===== src/rtl/dpram_arb_pkg.sv =====
// Shared types and constants for the dual-port RAM arbiter: requester ids,
// port classes and the starvation counter width.
package dpram_arb_pkg;

   typedef enum logic {
      REQ_A = 1'b0,
      REQ_B = 1'b1
   } req_id_t;

   typedef enum logic {
      PORT_WR = 1'b0,
      PORT_RD = 1'b1
   } port_cls_t;

   localparam int STARVE_CNT_W = 8;

   // A request's we bit alone decides which RAM port it competes for.
   function automatic port_cls_t port_of(input logic we);
      return we ? PORT_WR : PORT_RD;
   endfunction

endpackage


===== src/rtl/arb2_starve.sv =====
// Two-way arbiter for one RAM port: round-robin or A-priority with a
// saturating starvation counter that forces B through after a bounded wait.
module arb2_starve
   import dpram_arb_pkg::*;
#(
   parameter bit          PRIO_A       = 1'b1,
   parameter int unsigned STARVE_LIMIT = 7
) (
   input  logic clk,
   input  logic reset,
   input  logic req_a,
   input  logic req_b,
   output logic gnt_a,
   output logic gnt_b
);

   localparam logic [STARVE_CNT_W-1:0] LIMIT = STARVE_CNT_W'(STARVE_LIMIT);

   req_id_t                 last_q, last_d;
   logic [STARVE_CNT_W-1:0] starve_q, starve_d;

   always_comb begin
      gnt_a    = 1'b0;
      gnt_b    = 1'b0;
      last_d   = last_q;
      starve_d = '0;

      if (req_a && req_b) begin
         if (PRIO_A) begin
            if (starve_q >= LIMIT) gnt_b = 1'b1;
            else                   gnt_a = 1'b1;
         end else begin
            // Round-robin: whoever was not served last time wins.
            if (last_q == REQ_A) gnt_b = 1'b1;
            else                 gnt_a = 1'b1;
         end
      end else begin
         gnt_a = req_a;
         gnt_b = req_b;
      end

      if (gnt_a)      last_d = REQ_A;
      else if (gnt_b) last_d = REQ_B;

      if (req_b && !gnt_b) begin
         starve_d = (starve_q >= LIMIT) ? LIMIT : starve_q + STARVE_CNT_W'(1);
      end
   end

   // Reset leaves the pointer on B so the first contended grant goes to A.
   always_ff @(posedge clk or posedge reset) begin
      if (reset) begin
         last_q   <= REQ_B;
         starve_q <= '0;
      end else begin
         last_q   <= last_d;
         starve_q <= starve_d;
      end
   end

endmodule


===== src/rtl/dpram_port_arbiter.sv =====
// Shares one dpram between requester A (CPU) and B (display/loader): the write
// and read ports are arbitrated independently; read data returns one cycle later.
module dpram_port_arbiter
   import dpram_arb_pkg::*;
#(
   parameter int          ADDR_WIDTH   = 10,
   parameter int          DATA_WIDTH   = 8,
   parameter bit          PRIO_A       = 1'b1,
   parameter int unsigned STARVE_LIMIT = 7
) (
   input  logic                  clk,
   input  logic                  reset,
   input  logic                  req_a,
   input  logic                  req_b,
   input  logic                  we_a,
   input  logic                  we_b,
   input  logic [ADDR_WIDTH-1:0] addr_a,
   input  logic [ADDR_WIDTH-1:0] addr_b,
   input  logic [DATA_WIDTH-1:0] wdata_a,
   input  logic [DATA_WIDTH-1:0] wdata_b,
   output logic                  gnt_a,
   output logic                  gnt_b,
   output logic                  rvalid_a,
   output logic                  rvalid_b,
   output logic [DATA_WIDTH-1:0] rdata,
   output logic                  ram_we,
   output logic                  ram_re,
   output logic [ADDR_WIDTH-1:0] ram_w_addr,
   output logic [ADDR_WIDTH-1:0] ram_r_addr,
   output logic [DATA_WIDTH-1:0] ram_w_data,
   input  logic [DATA_WIDTH-1:0] ram_r_data
);

   // Handshake: a requester holds req/we/addr/wdata until it sees gnt in the
   // same cycle; that cycle is the transfer. A granted read answers with a
   // single-cycle rvalid_<x> pulse on the next cycle, rdata qualified by it.

   logic wr_req_a, wr_req_b, rd_req_a, rd_req_b;
   logic wr_gnt_a, wr_gnt_b, rd_gnt_a, rd_gnt_b;
   logic wr_take_a, wr_take_b, rd_take_a, rd_take_b;
   logic rvalid_a_q, rvalid_a_d, rvalid_b_q, rvalid_b_d;

   always_comb begin
      wr_req_a = req_a && (port_of(we_a) == PORT_WR);
      wr_req_b = req_b && (port_of(we_b) == PORT_WR);
      rd_req_a = req_a && (port_of(we_a) == PORT_RD);
      rd_req_b = req_b && (port_of(we_b) == PORT_RD);
   end

   arb2_starve #(
      .PRIO_A       (PRIO_A),
      .STARVE_LIMIT (STARVE_LIMIT)
   ) u_wr_arb (
      .clk   (clk),
      .reset (reset),
      .req_a (wr_req_a),
      .req_b (wr_req_b),
      .gnt_a (wr_gnt_a),
      .gnt_b (wr_gnt_b)
   );

   arb2_starve #(
      .PRIO_A       (PRIO_A),
      .STARVE_LIMIT (STARVE_LIMIT)
   ) u_rd_arb (
      .clk   (clk),
      .reset (reset),
      .req_a (rd_req_a),
      .req_b (rd_req_b),
      .gnt_a (rd_gnt_a),
      .gnt_b (rd_gnt_b)
   );

   // Grants seen while reset is high are discarded, so nothing reaches the RAM.
   always_comb begin
      wr_take_a  = wr_gnt_a && !reset;
      wr_take_b  = wr_gnt_b && !reset;
      rd_take_a  = rd_gnt_a && !reset;
      rd_take_b  = rd_gnt_b && !reset;

      gnt_a      = wr_take_a || rd_take_a;
      gnt_b      = wr_take_b || rd_take_b;

      ram_we     = wr_take_a || wr_take_b;
      ram_w_addr = wr_take_b ? addr_b  : addr_a;
      ram_w_data = wr_take_b ? wdata_b : wdata_a;
      ram_re     = rd_take_a || rd_take_b;
      ram_r_addr = rd_take_b ? addr_b  : addr_a;

      rvalid_a_d = rd_take_a;
      rvalid_b_d = rd_take_b;
   end

   always_ff @(posedge clk or posedge reset) begin
      if (reset) begin
         rvalid_a_q <= 1'b0;
         rvalid_b_q <= 1'b0;
      end else begin
         rvalid_a_q <= rvalid_a_d;
         rvalid_b_q <= rvalid_b_d;
      end
   end

   // The dpram output register already supplies the one-cycle latency.
   always_comb begin
      rvalid_a = rvalid_a_q;
      rvalid_b = rvalid_b_q;
      rdata    = (rvalid_a_q || rvalid_b_q) ? ram_r_data : '0;
   end

endmodule

===== config.mk =====
export PLATFORM = sky130hd
export DESIGN_NAME = dpram_port_arbiter
export DESIGN_NICKNAME = d
export VERILOG_FILES = /design/src/rtl/dpram_arb_pkg.sv /design/src/rtl/arb2_starve.sv /design/src/rtl/dpram_port_arbiter.sv
export SDC_FILE = /design/constraint.sdc
export NUM_CORES = 1
export LEC_CHECK = 0
export ABC_AREA = 1
export CAP_MARGIN = 20
export CORE_MARGIN = 2
export CORE_UTILIZATION = 37
export DETAILED_ROUTE_END_ITERATION = 8
export PLACE_DENSITY = 0.85
export SLEW_MARGIN = 20
export SYNTH_ARGS = -nofsm -noshare
export SYNTH_HDL_FRONTEND = slang
export SYNTH_HIERARCHICAL = 1
export SYNTH_SLANG_ARGS = --single-unit

===== constraint.sdc =====
create_clock -name clk -period 2.8 [get_ports clk]
set_input_delay 0.7 -clock clk [delete_from_list [all_inputs] [get_ports clk]]
set_output_delay 0.7 -clock clk [all_outputs]
set_load 0.03 [all_outputs]

==> flow_metrics.env <==
export IMPL_clock_tree_from_tritoncts="done"
export IMPL_reg2reg_start="u_rd_arb/starve_q[0]$_DFF_PP0_"
export IMPL_worstSkewPairLatency_ps=290
export IMPL_cell_area_synth_um2=1290
export IMPL_routed_wirelength_um=4090
export IMPL_setup_viol=0
export IMPL_shortest_period_the_worst_path_allows_ps=2690
export IMPL_synth_enable_flop_cells=0
export IMPL_count_of_antenna_violating_nets_left_after_detailed_routing=0
export IMPL_critPathRequiredTime_ps=2100
export IMPL_r2r_slack_ps=1480
export IMPL_switching_share_pct=34.8
export IMPL_max_clock_buf_depth=2
export IMPL_overall_die_width_um=63.0
export IMPL_syn_to_final_growth_pct=85.1
export IMPL_fmax_mhz=372
export IMPL_ys_warn_count=6
export IMPL_core_rowCount=21
export IMPL_synthDominantAreaCellType="dfrtp_1"
export IMPL_final_hold_violation_count=0
export IMPL_grt_util_all_layers_pct=20.6
export IMPL_power_total_mw=0.769
export IMPL_timing_critical_path_from_type="input pin"
export IMPL_layout_core_utilization_pct=71.4
export IMPL_path_clk_slew_ps=110
export IMPL_power_share_sequential_pct=35.3
export IMPL_htree_num_levels=1
export IMPL_timing_critical_path_cells="clkdlybuf4s50_1 > inv_1 > nor2_1 > clkdlybuf4s50_1"
export IMPL_synth_async_reset_ratio_pct=100
export IMPL_holdCritPathClass="reg -> reg"
export IMPL_power_frac_clock_pct=21.1
export IMPL_power_density_nw_per_um2=323
export IMPL_min_to="u_wr_arb/starve_q[0]$_DFF_PP0_"
export IMPL_worstPathArrival_ps=1990
export IMPL_post_drt_via_cell_ratio=4.65
export IMPL_p_leak_nw=1.22
export IMPL_synth_ff_latch_count=18
export IMPL_critPathMaxFanout=1
export IMPL_placed_instances=338
export IMPL_clock_sinks=18
export IMPL_drt_iter0_drc=64
export IMPL_synth_most_common_cell="nand2_1"
export IMPL_preCtsSetupSlack_ps=-157
export IMPL_fin_tns_setup_ps=0
export IMPL_worst_setup_path_type="in -> out"
export IMPL_worst_hold_startpoint="u_wr_arb/starve_q[0]$_DFF_PP0_"
export IMPL_cp_slowest_cell="clkdlybuf4s50_1"
export IMPL_routedWlPerCell_um=11.9
export IMPL_synth_top_cells_by_area="dfrtp_1, nand2_1, nand3_1, inv_1, nor2_1"
export IMPL_status="finished clean"
export IMPL_syn_instance_count=189
export IMPL_post_synth_top_area_fraction_pct=35.0
export IMPL_final_critical_path_setup_slack_ps=112
export IMPL_vdd_ir_drop_max_mv=0.235
export IMPL_first_global_vias=1463
export IMPL_cts_root_buf="clkbuf_4"
export IMPL_grt_first_pass_wirelength_um=6630
export IMPL_cts_buffers=3
export IMPL_avgSynthCellArea_um2=6.81
export IMPL_drc=0
export IMPL_core_region_area_um2=3340
export IMPL_drtPass1Iterations=4
export IMPL_area_of_the_die_um2=3960
export IMPL_period_share_pct=96.0
export IMPL_layout_cells_excl_fill=345
export IMPL_antenna_found_initial=0
export IMPL_total_global_routing_overflow=0
export IMPL_synth_seq_area_share_pct=35.0
export IMPL_ioPinCount=92
export IMPL_hold_depth=1
export IMPL_cp_slowest_stage_delay_ps=680
export IMPL_floorplan_initialDensity_pct=38.5
export IMPL_die_height_um=63.0
export IMPL_antennaDiodeCount=0
export IMPL_worst_r2r_endpoint="rvalid_b$_DFF_PP0_"
export IMPL_cts_hold_repair_buffers=0
export IMPL_synth_commonest_cells="nand2_1, nand3_1, inv_1, dfrtp_1, nor2_1"
export IMPL_via_count=1605
export IMPL_power_internal_mw=0.502
export IMPL_finalClockSkew_ps=4.59
export IMPL_grt_setup_unrepaired="no"
export IMPL_largest_net_degree_at_the_start_of_global_routing=19
export IMPL_reg2reg_depth=8
export IMPL_setup_worst_path_end_class="output pin"
export IMPL_place_gp_congestion=0.817
export IMPL_yosys_cell_types_count=22
export IMPL_drv_cap=0
export IMPL_detailed_place_hpwl_um=3130
export IMPL_synth_flop_cell="dfrtp_1"
export IMPL_drv_slew=0
export IMPL_portBuffers=91
export IMPL_finalNetCount=352
export IMPL_cpMostUsedCell="clkdlybuf4s50_1"
export IMPL_fraction_of_final_layout_cells_sized_beyond_drive_strength_1_pct=26.1
export IMPL_switching_power_mw=0.267
export IMPL_comb_power_share_pct=43.6
==> critical path, delay by kind of cell <==
family / cells / cell delay [ps]
buf+inv: 3 / 1180
simple gates: 1 / 110
==> layer usage <==
layer / vias up / part of all wire (%) / global-route usage (%)
met5: - / 0 / 0
met4: 0 / 1.3 / 5.83
met3: 8 / 9.0 / 6.13
met2: 76 / 51 / 37.4
met1: 716 / 39 / 23.2
li1: 805 / - / -
==> repair_timing <==
action,CTS,global route
setup endpoints to repair,32,0
resized for setup,21,0
buffers inserted,2,0
==> power by group through the flow <==
| stage | Combinational, mW | Sequential [mW] | Clock [mW] |
|---|---|---|---|
| 2_1_floorplan | 0.160 | 0.278 | 0 |
| 3_3_place_gp | 0.318 | 0.276 | 0 |
| 3_5_place_dp | 0.321 | 0.276 | 0 |
| 4_1_cts | 0.334 | 0.271 | 0.166 |
| 5_1_grt | 0.358 | 0.272 | 0.177 |
| 6_report | 0.336 | 0.271 | 0.162 |
==> worst max path at each step <==
stage,startpoint,to,cells after the start
6_report,ram_r_data[6],rdata[6],4
5_1_grt,we_a,ram_r_addr[5],10
3_5_place_dp,req_b,ram_re,9
4_1_cts,ram_r_data[6],rdata[6],4
2_1_floorplan,req_b,ram_re,6
3_3_place_gp,req_b,ram_re,9
==> cell usage in the layout, fill, tap and decap left out <==
| cell type | instances |
|---|---|
| o21ai_1 | 2 |
| nor3_1 | 4 |
| inv_2 | 3 |
| nor2_2 | 5 |
| nand3_2 | 2 |
| inv_1 | 21 |
| nand2_2 | 3 |
| nor2_4 | 4 |
| nand2_1 | 62 |
| clkdlybuf4s50_1 | 55 |
| conb_1 | 8 |
| nand3_4 | 2 |
| nand3_1 | 30 |
| a21oi_1 | 1 |
| bufbuf_16 | 1 |
| o21ai_2 | 1 |
| clkbuf_4 | 3 |
| dfrtp_1 | 18 |
| buf_6 | 6 |
| nor3_2 | 4 |
| dlygate4sd2_1 | 4 |
| clkbuf_8 | 1 |
| buf_4 | 42 |
| nor2_1 | 13 |
| ha_1 | 2 |
| buf_12 | 1 |
| o21ai_0 | 1 |
==> per-stage QoR <==
step,hold WS (ps),cell area (um^2)
floorplan,441,1310
global placement,456,2250
detailed placement,458,2250
CTS,476,2380
global route,488,2380
finish,475,2380
==> registers in the layout, summed over array words and instances, names as in the netlist <==
register	count
rvalid_a	1
rvalid_b	1
u_rd_arb/starve_q	8
u_wr_arb/starve_q	8
==> kinds of logic after synthesis <==
family / Yosys count / share of synthesized area (%)
flip-flops: 18 / 35.0
adder cells (fa/ha/maj): 2 / 1.95
other: 2 / 0.584
buffers and inverters: 33 / 12.3
AND/OR/NAND/NOR: 129 / 48.0
AO/OA/AOI/OAI: 5 / 2.24
==> area by class of cell <==
class,count,area [um^2]
sequential,18,450
clock buffer,4,36.3
timing repair buffer,109,1020
fill,270,956
tap,46,57.6
multi-input combinational,144,726
inverter,24,90.1
(Power assumes the default switching activity.)
